[config.mk]
export PLATFORM = sky130hd
export DESIGN_NAME = mult_ctrl
export DESIGN_NICKNAME = d
export VERILOG_FILES = /design/src/rtl/common_types_pkg.sv /design/src/rtl/mult_ctrl.sv
export SDC_FILE = /design/constraint.sdc
export NUM_CORES = 1
export LEC_CHECK = 0
export ABC_AREA = 1
export BUFFER_PORTS_ARGS = -buffer_cell sky130_fd_sc_hd__buf_2
export CAP_MARGIN = 20
export CORE_ASPECT_RATIO = 0.75
export CORE_MARGIN = 5
export CORE_UTILIZATION = 30
export DETAILED_ROUTE_END_ITERATION = 16
export HOLD_SLACK_MARGIN = 0.06
export PLACE_DENSITY = 0.47
export SYNTH_ARGS = -nofsm -noshare
export SYNTH_HDL_FRONTEND = slang
export SYNTH_SLANG_ARGS = --single-unit
[constraint.sdc]
create_clock -name CLK -period 10.6 [get_ports CLK]
set_clock_uncertainty 0.15 [all_clocks]
set_input_delay 1.06 -clock CLK [delete_from_list [all_inputs] [get_ports CLK]]
set_output_delay 1.06 -clock CLK [all_outputs]
set_load 0.05 [all_outputs]
[src/rtl/common_types_pkg.sv]
// Shared type definitions for the execute stage.
// Holds the state encoding of the iterative multiply controller.
package common_types_pkg;

    typedef enum logic [1:0] {
        IDLE,
        CALC,
        FIX,
        DONE
    } mult_state_t;

endpackage

[src/rtl/mult_ctrl.sv]
// Iterative shift-add multiply controller for the execute stage.
// Consumes BITS_PER_CYCLE multiplier bits per cycle, exits early, and stalls the pipeline meanwhile.
module mult_ctrl
    import common_types_pkg::*;
#(
    parameter int BITS_PER_CYCLE = 2
) (
    input  logic        CLK,
    input  logic        nRST,
    input  logic        start,
    input  logic        flush,
    input  logic [31:0] a,
    input  logic [31:0] b,
    input  logic        signed_a,
    input  logic        signed_b,
    input  logic        half,
    output logic        stall,
    output logic        done,
    output logic [31:0] result
);

    localparam int K = BITS_PER_CYCLE;
    localparam int N = 32 / BITS_PER_CYCLE;

    mult_state_t state, next_state;

    logic [63:0] mcand;
    logic [63:0] acc;
    logic [63:0] partial;
    logic [63:0] product;
    logic [31:0] mplier;
    logic [31:0] mplier_shifted;
    logic [31:0] mag_a;
    logic [31:0] mag_b;
    logic [5:0]  count;
    logic        neg;
    logic        half_q;
    logic        neg_a;
    logic        neg_b;
    logic        neg_in;
    logic        accept;
    logic        calc_last;

    // Sign-magnitude split: the loop works on magnitudes, the sign is reapplied in FIX.
    always_comb begin
        neg_a  = signed_a & a[31];
        neg_b  = signed_b & b[31];
        mag_a  = neg_a ? (~a + 32'd1) : a;
        mag_b  = neg_b ? (~b + 32'd1) : b;
        neg_in = neg_a ^ neg_b;
    end

    always_comb begin
        partial = '0;
        for (int i = 0; i < K; i++) begin
            if (mplier[i]) begin
                partial = partial + (mcand << i);
            end
        end
    end

    assign accept         = (state == IDLE) && start && !flush;
    assign mplier_shifted = mplier >> K;
    assign calc_last      = (mplier_shifted == '0) || (count == 6'(N - 1));
    assign product        = neg ? (~acc + 64'd1) : acc;

    always_ff @(posedge CLK) begin
        if (!nRST) begin
            state <= IDLE;
        end else begin
            state <= next_state;
        end
    end

    always_comb begin
        next_state = state;
        stall      = 1'b0;
        done       = 1'b0;
        case (state)
            IDLE: begin
                stall = accept;
                if (accept) begin
                    next_state = CALC;
                end
            end
            CALC: begin
                stall = 1'b1;
                if (calc_last) begin
                    next_state = FIX;
                end
            end
            FIX: begin
                stall      = 1'b1;
                next_state = DONE;
            end
            DONE: begin
                done       = 1'b1;
                next_state = IDLE;
            end
            default: next_state = IDLE;
        endcase
        if (flush) begin
            next_state = IDLE;
        end
    end

    // Datapath is frozen under flush so an aborted operation never touches result.
    always_ff @(posedge CLK) begin
        if (!nRST) begin
            mcand  <= '0;
            mplier <= '0;
            acc    <= '0;
            count  <= '0;
            neg    <= 1'b0;
            half_q <= 1'b0;
            result <= '0;
        end else if (!flush) begin
            case (state)
                IDLE: begin
                    if (start) begin
                        mcand  <= {32'd0, mag_a};
                        mplier <= mag_b;
                        neg    <= neg_in;
                        half_q <= half;
                        count  <= '0;
                        acc    <= '0;
                    end
                end
                CALC: begin
                    acc    <= acc + partial;
                    mcand  <= mcand << K;
                    mplier <= mplier_shifted;
                    count  <= count + 6'd1;
                end
                FIX: begin
                    result <= half_q ? product[63:32] : product[31:0];
                end
                default: ;
            endcase
        end
    end

endmodule

==> results of run 1 <==
-- metrics by stage --
step	instance area [sq um]	std cells	utilization (%)
floorplan	21000	3590	-
global placement	22300	4532	32.4
finish	23100	4574	33.5
detailed placement	22300	4532	32.4
CTS	23100	4574	33.5
global route	23100	4574	33.5
-- cell usage after synthesis (29+ instances only) --
cell,count
nand2_2,41
nand3_1,207
xor2_1,43
o21ai_1,47
dfxtp_1,202
nor3_1,41
nand2_1,768
or2_2,51
a21o_1,29
clkbuf_1,96
inv_1,450
o21ai_0,337
nor2_1,357
a21oi_1,425
a31oi_1,75
ha_1,111
-- per-layer routing --
layer  GRT usage [%]  share of wire [%]
met5               0                  0
met4            3.98                1.9
met3            4.68                9.0
met2            27.1                 35
met1            35.4                 54
-- registers in the layout, indices dropped and copies added (netlist names) --
name	flops
half_q	1
result	32
neg	1
acc	64
state	2
count	6
mplier	32
mcand	64
-- how the worst max path moves through the flow --
stage	from	endpoint	slack, ns	cells after the start
4_1_cts	mplier[0]	acc[52]	4.51	24
3_3_place_gp	mplier[0]	acc[52]	4.40	24
5_1_grt	mplier[0]	acc[50]	4.08	24
2_1_floorplan	mplier[0]	acc[52]	6.03	32
3_5_place_dp	mplier[0]	acc[52]	4.53	24
6_report	mplier[0]	acc[52]	4.47	24
-- area by class of cell --
| cell class | instances | area (sq um) | area share (%) |
|---|---|---|---|
| multi-input cells | 2793 | 14600 | 63.4 |
| flip-flops and latches | 202 | 4050 | 17.5 |
| inverters | 482 | 1810 | 7.84 |
| well taps | 935 | 1170 | 5.06 |
| clock buffers | 32 | 692 | 3.00 |
| repair buffers | 120 | 641 | 2.77 |
| clock inverters | 10 | 93.8 | 0.406 |
-- logic make-up after synthesis --
group / after synthesis / synth area share [%]
buffers and inverters: 595 / 10.9
adders and majority gates: 113 / 6.82
xor gates and xnor gates: 64 / 2.84
AOI/OAI and AO/OA: 1026 / 27.0
and+or+nand+nor: 1590 / 33.2
DFF: 202 / 19.3
-- worst register-to-register path: stages (launching register included) --
cell and delay, ns:
dfxtp_4 0.59, buf_4 0.60, nand2_1 0.19, inv_1 0.08
ha_1 0.31, a21oi_1 0.35, inv_1 0.08, a31oi_1 0.22
o21ai_0 0.16, a21oi_1 0.17, nand3_1 0.32, or2_2 0.39
nand3_1 0.08, o21ai_0 0.33, ha_1 0.50, a21oi_1 0.15
inv_1 0.07, a31oi_1 0.18, o21ai_0 0.13, a21oi_1 0.13
nand3_1 0.16, a21o_1 0.24, or2_2 0.28, nand3_1 0.07
a21oi_1 0.07
-- power by group through the flow --
stage / Sequential (uW) / Combinational, uW / Clock (uW)
2_1_floorplan: 842 / 231 / 0
3_3_place_gp: 836 / 357 / 0
6_report: 820 / 358 / 872
4_1_cts: 819 / 356 / 894
3_5_place_dp: 836 / 355 / 0
5_1_grt: 824 / 397 / 921
==> results.toml, run 1 <==
[clock_network]
cts_resized = 0
cts_tree = "built"
postCtsSetupRepairBufs = 0
clock_latency_ns = 0.59
cts_buffers = 25
clkSlewWorstSetupHoldPaths_ns = 0.06
cts_buffer_depth = 3
cts_sinks = 202
postCtsHoldBufs = 0
clockRootBuffer = "clkbuf_16"
htree_levels = 1

[layout]
antenna_cells = 0
area_growth_pct = 10.2
drive_gt1_share_pct = 9.48
final.fill_count = 7853
layout_common_cells = "nand2_1 (767), inv_1 (450), a21oi_1 (425)"
nNetsFinal = 3808
final_common_cell = "nand2_1"

[placement]
portBuffers = 104
preCtsSetupSlack_ns = 4.53
dp_hpwl_um = 66800
gp_congestion = 0.998

[floorplanning]
dieArea_sq_um = 75300
die_w_um = 315
initial_core_util_pct = 30.4
core_area_sq_um = 68900
rows = 83
die_y_um = 239
num_io_pins = 105

[timing]
setup_ws_ns = 4.47
tns_ns = 0
finalCritPeriodShare_pct = 57.9
fmax_mhz = 163
holdWs_ns = 0.336
setup_viol = 0
finalHoldViolCount = 0
rsz0062_at_grt = "false"
relSlewSlack_pct = 32.0
report.final.slew_viol_count = 0
worst_slew_pin_slew_ns = 1.02
post-route-min-period_ns = 6.13

[grt]
antenna_found_initial = 0
grt_pass1_wl_um = 128000
overflow = 0
grt_use_total_pct = 21.3
grt_max_degree = 84
grt_pass1_vias = 21397

[setup_path]
slowest_delay_ns = 0.59
crit_chain = "buf_4 -> nand2_1 -> inv_1 -> ha_1 -> a21oi_1 -> inv_1 -> a31oi_1 -> o21ai_0 -> a21oi_1 -> nand3_1 -> or2_2 -> nand3_1 -> o21ai_0 -> ha_1 -> a21oi_1 -> inv_1 -> a31oi_1 -> o21ai_0 -> a21oi_1 -> nand3_1 -> a21o_1 -> or2_2 -> nand3_1 -> a21oi_1"
crit_buf_inv = 4
cpMostUsedCell = "a21oi_1"
cp-end-kind = "flop"
r2r_slack_ns = 4.47
crit_fanout = 51
worst-r2r-cell-count = 24
critPathTopFamily = "compound AO/OA/AOI/OAI gates"
crit_type = "flop to flop"
r2r-end = "acc[52]"
crit_required_ns = 10.87
worstPathArrival_ns = 6.41
crit_path_top_delay_cell = "dfxtp_4"
rr_startpoint = "mplier[0]"
cp-start-kind = "flop"

[routing]
routed_wl_um = 83100
dr_total_vias = 23680
drtIter0Drc = 2059
detail_route.first_pass.iterations = 5
drcViolationCount = 0
vias_per_cell = 5.18
post_drt_wl_per_cell_um = 18.2
ant_nets = 0

[pwr]
power_density_nw_per_um2 = 88.7
switching_power_uw = 678
pwr-share-seq_pct = 40.0
power_frac_comb_pct = 17.5
clkPwrFrac_pct = 42.5
power_uw = 2050
sw_frac_of_total_pct = 33.1
p_int_uw = 1370
peakVddDrop_uv = 110
static-leakage-power_uw = 0.0107

[synth]
yosysWarnings = 0
synth_top_area_share_pct = 19.3
avgSynthCellArea_sq_um = 5.84
netlist_area_sq_um = 21000
ys_async_sr_fraction_pct = 0
synth_nets = 3774
ys_seq_area_share_pct = 19.3
yosysTopAreaCell = "dfxtp_1"
synth_cell_types = 63
synth_edf_count = 0
synth_seq_cells = 202
ys.flop_type = "dfxtp_1"
syn-instance-count = 3590
ys_top_cells_by_area = "dfxtp_1 (19%), nand2_1 (14%), a21oi_1 (10%)"

[flow_run]
maxCapViolCount = 0

[status]
status = "finished, final reports clean"

[worst_hold_path]
min_path_type = "flop to flop"
whs_path_depth = 2
holdPathEnd = "mplier[30]"
hp-start = "mplier[30]"
(Power assumes the default switching activity.)
==> inputs of run 2 (changes only) <==
PLACE_DENSITY = 0.48   (was 0.47)
clock period = 5.1 ns   (was 10.6 ns; I/O delays follow)
==> results.toml, run 2 (same netlist as run 1, synthesis figures left out) <==
[status]
status = "finished, final reports clean"

[setup_path]
crit_fanout = 21
rr_startpoint = "mplier[0]"
cp-start-kind = "flop"
crit_buf_inv = 6
cpMostUsedCell = "a21oi_1"
worst-r2r-cell-count = 27
crit_type = "flop to flop"
cp-end-kind = "flop"
worstPathArrival_ns = 5.15
critPathTopFamily = "compound AO/OA/AOI/OAI gates"
slowest_delay_ns = 0.44
r2r-end = "acc[63]"
crit_required_ns = 5.37
r2r_slack_ns = 0.22
crit_path_top_delay_cell = "dfxtp_4"

[floorplanning]
die_w_um = 315
initial_core_util_pct = 30.4
rows = 83
die_y_um = 239
num_io_pins = 105
core_area_sq_um = 68900
dieArea_sq_um = 75300

[timing]
worst_slew_pin_slew_ns = 0.948
relSlewSlack_pct = 36.7
finalCritPeriodShare_pct = 95.6
fmax_mhz = 205
rsz0062_at_grt = "true"
finalHoldViolCount = 0
post-route-min-period_ns = 4.88
setup_viol = 0
holdWs_ns = 0.0985
report.final.slew_viol_count = 0

[layout]
final.fill_count = 7776
nNetsFinal = 3919
final_common_cell = "nand2_1"
antenna_cells = 0
final_cells = 4689
area_growth_pct = 16.1
drive_gt1_share_pct = 13.7
reg_top3 = "acc x64, mcand x64"
layout_common_cells = "nand2_1 (764), inv_1 (449), a21oi_1 (416)"

[pwr]
static-leakage-power_uw = 0.0114
power_uw = 4370
power_density_nw_per_um2 = 180
peakVddDrop_uv = 213

[routing]
drcViolationCount = 0
detail_route.first_pass.iterations = 5
post_drt_wl_per_cell_um = 17.7
ant_nets = 0
drtIter0Drc = 2195
vias_per_cell = 5.12
dr_total_vias = 23995
routed_wl_um = 83000

[clock_network]
htree_levels = 1
clkSlewWorstSetupHoldPaths_ns = 0.06
cts_buffers = 25
clockRootBuffer = "clkbuf_16"
cts_tree = "built"
cts_sinks = 202
clock_latency_ns = 0.57
cts_buffer_depth = 3

[placement]
gp_congestion = 0.933
dp_hpwl_um = 66900
portBuffers = 104
dp_cells = 4630

[grt]
overflow = 0
grt_pass1_vias = 21672
grt_use_total_pct = 21.1
grt_max_degree = 120
grt_pass1_wl_um = 127000
antenna_found_initial = 1

[worst_hold_path]
holdPathEnd = "mplier[29]"
hp-start = "nRST"
whs_path_depth = 3
min_path_type = "input port to flop"

[flow_run]
maxCapViolCount = 0
==> run 2: how the worst max path moves through the flow <==
stage                    from  endpoint  slack [ns]  depth (start not counted)
detailed placement  mplier[0]   acc[53]       -0.08                         25
floorplan           mplier[0]   acc[52]        0.53                         32
finish              mplier[0]   acc[63]        0.22                         27
global route        mplier[0]   acc[63]       -0.06                         27
global placement    mplier[0]   acc[50]       -0.09                         25
CTS                 mplier[0]   acc[42]        0.04                         25
==> run 2: cell type report <==
class                   count  area (sq um)  area share [%]
clock buffers              36           717            2.95
inverters                 482          1810            7.45
well taps                 935          1170            4.81
clock inverters            10           113           0.463
repair buffers            231          1560            6.39
flip-flops and latches    202          4050            16.7
multi-input cells        2793         14900            61.3
==> run 2: where the power goes <==
group	internal (uW)	switching [uW]
Clock	1080	811
Sequential	1640	67.4
Combinational	234	543
==> run 2: worst min-delay path: stages <==
cell and delay, ns:
buf_2 0.13, o21ai_0 0.08, a21oi_1 0.04
==> run 2: per-layer routing <==
metal	up-vias	share of wire [%]	wire (um)	GRT usage, %
li1	12301	-	-	-
met1	10862	54	45000	35.7
met3	52	8.6	7170	3.21
met5	-	0	0	0
met2	780	36	29700	27.8
met4	0	1.3	1090	2.80
==> run 2: per-stage QoR <==
step	worst slack, ns	TNS [ns]	area (sq um)	util, %
floorplan	0.531	0	21000	-
global placement	-0.0884	-0.202	23100	33.5
detailed placement	-0.0788	-0.105	23100	33.5
CTS	0.0397	0	24000	34.8
global route	-0.0644	-0.149	24300	35.3
finish	0.222	0	24300	35.3
==> run 2: repair_timing <==
action / 4_1_cts / 5_1_grt
gates resized for setup: 3 / 84
hold endpoints to repair: 1 / 0
setup endpoints to repair: 4 / 26
pin swaps: 1 / 14
hold buffers: 1 / 0
cloned: 0 / 1
buffers inserted: 1 / 10
==> inputs of run 3 (changes only) <==
CORE_UTILIZATION = 58   (was 30)
GPL_TIMING_DRIVEN = 0   (was default)
PLACE_DENSITY = 0.81   (was 0.48)
==> results.toml, run 3 (same netlist as run 1, synthesis figures left out) <==
[timing]
finalHoldViolCount = 0
worst_slew_pin_slew_ns = 1.31
post-route-min-period_ns = 5.03
report.final.slew_viol_count = 0
setup_viol = 0
setup_ws_ns = 0.0662
fmax_mhz = 199
finalCritPeriodShare_pct = 98.7
relSlewSlack_pct = 12.5

[placement]
gp_congestion = 1.03
portBuffers = 104
dp_hpwl_um = 66700
preCtsSetupSlack_ns = -1.24

[setup_path]
crit_fanout = 10
worstPathArrival_ns = 5.31
cpMostUsedCell = "nand2_2"
crit_type = "flop to flop"
cp-start-kind = "flop"
crit_path_top_delay_cell = "ha_1"
crit_required_ns = 5.38
cp-end-kind = "flop"
slowest_delay_ns = 0.42

[clock_network]
clkSlewWorstSetupHoldPaths_ns = 0.06
htree_levels = 1
cts_tree = "built"
cts_sinks = 202
clockRootBuffer = "clkbuf_16"
clock_latency_ns = 0.56
cts_buffer_depth = 3
cts_buffers = 24

[grt]
grt_max_degree = 14
grt_use_total_pct = 39.2
busiest_layer = "met1"
overflow = 0
grt_pass1_vias = 22658
grt_pass1_wl_um = 126000
grtUsageMet1_pct = 58.1
antenna_found_initial = 0
grtUsageMet3_pct = 10.6
gr-usage-met2_pct = 54.4

[layout]
nNetsFinal = 3937
finish.utilization_pct = 66.7
reg_top3 = "acc x64, mcand x64"
drive_gt1_share_pct = 13.3
area_growth_pct = 13.8
antenna_cells = 0
final_common_cell = "nand2_1"
layout_common_cells = "nand2_1 (756), inv_1 (442), a21oi_1 (412)"

[routing]
routed_wl_um = 83000
drtIter0Drc = 3429
ant_nets = 0
dr_total_vias = 25595
post_drt_wl_per_cell_um = 19.6
drcViolationCount = 0
vias_per_cell = 6.05
detail_route.first_pass.iterations = 8

[pwr]
static-leakage-power_uw = 0.0111
peakVddDrop_uv = 239
power_density_nw_per_um2 = 180

[status]
status = "finished, final reports clean"

[floorplanning]
core_area_sq_um = 35700
num_io_pins = 105
dieArea_sq_um = 40100
die_w_um = 229
die_y_um = 175
initial_core_util_pct = 58.6
rows = 60

[flow_run]
maxCapViolCount = 0

[worst_hold_path]
min_path_type = "input port to flop"
==> run 3: cell types whose count changed in the layout (fill, tap and decap cells not counted), moves of 8 or more <==
cell      delta
nand3_1      -8
ha_4         +9
o21ai_0     -17
ha_1         -9
nand3_2      +8
nand2_1      -8
buf_1       +10
buf_4       -86
o21ai_2     +13
clkbuf_1    +88
nand2_2      +9
==> run 3: final timing paths <==
path	from	to	slack (ns)	cells past startpoint
hold reg to reg	result[0]	result[0]	0.32	2
hold / removal	a[30]	mcand[30]	0.08	3
setup / recovery	mplier[0]	acc[49]	0.07	30
setup reg to reg	mplier[0]	acc[49]	0.07	30
==> run 3: worst max-delay path, delay by kind of cell (launching register included) <==
family                     cells  cell delay [ns]
adders and majority gates      1             0.42
DFF                            1             0.35
and+or+nand+nor               15             1.84
AOI/OAI and AO/OA              7             1.27
buffers and inverters          7             0.86
==> run 3: metrics by stage <==
stage | hold WS [ns] | total power [uW] | instance area, sq um | TNS, ns | cells
after floorplan | 0.309 | 2230 | 21000 | 0 | 3590
after global placement | 0.303 | 2510 | 22100 | -27.72 | 4159
after detailed placement | 0.311 | 2520 | 22100 | -28.61 | 4159
after CTS | 0.0779 | 4240 | 23100 | -0.0241 | 4211
final | 0.0792 | 4290 | 23900 | 0 | 4234
after global routing | 0.0960 | 4430 | 23900 | -0.436 | 4234
==> run 3: cell type report <==
class,count,area [sq um]
multi-input combinational,2793,15300
fill,3496,11900
sequential,202,4050
inverter,482,1810
timing repair buffer,138,783
clock buffer,32,691
tap,465,582
buffer,112,508
clock inverter,10,110
==> run 3: where the power goes <==
| part | leakage, uW | total [uW] | switching [uW] | internal, uW |
|---|---|---|---|---|
| combinational | 0.00911 | 831 | 596 | 234 |
| sequential | 0.00164 | 1710 | 72.2 | 1640 |
| clock | 0.000387 | 1750 | 746 | 1010 |
| total | 0.0111 | 4290 | 1410 | 2880 |
==> run 3: per-layer routing <==
layer  vias up  share of wire, %
met5         -                 0
met1     11544                43
met3       198                14
met2      1524                39
li1      12329                 -
met4         0               4.0
==> run 3: timing repair <==
action,in CTS,in global routing
hold buffers,0,0
cloned,0,0
setup endpoints to repair,43,39
buffers inserted,11,23
hold endpoints to repair,0,0
pin swaps,16,54
gates resized for setup,46,169
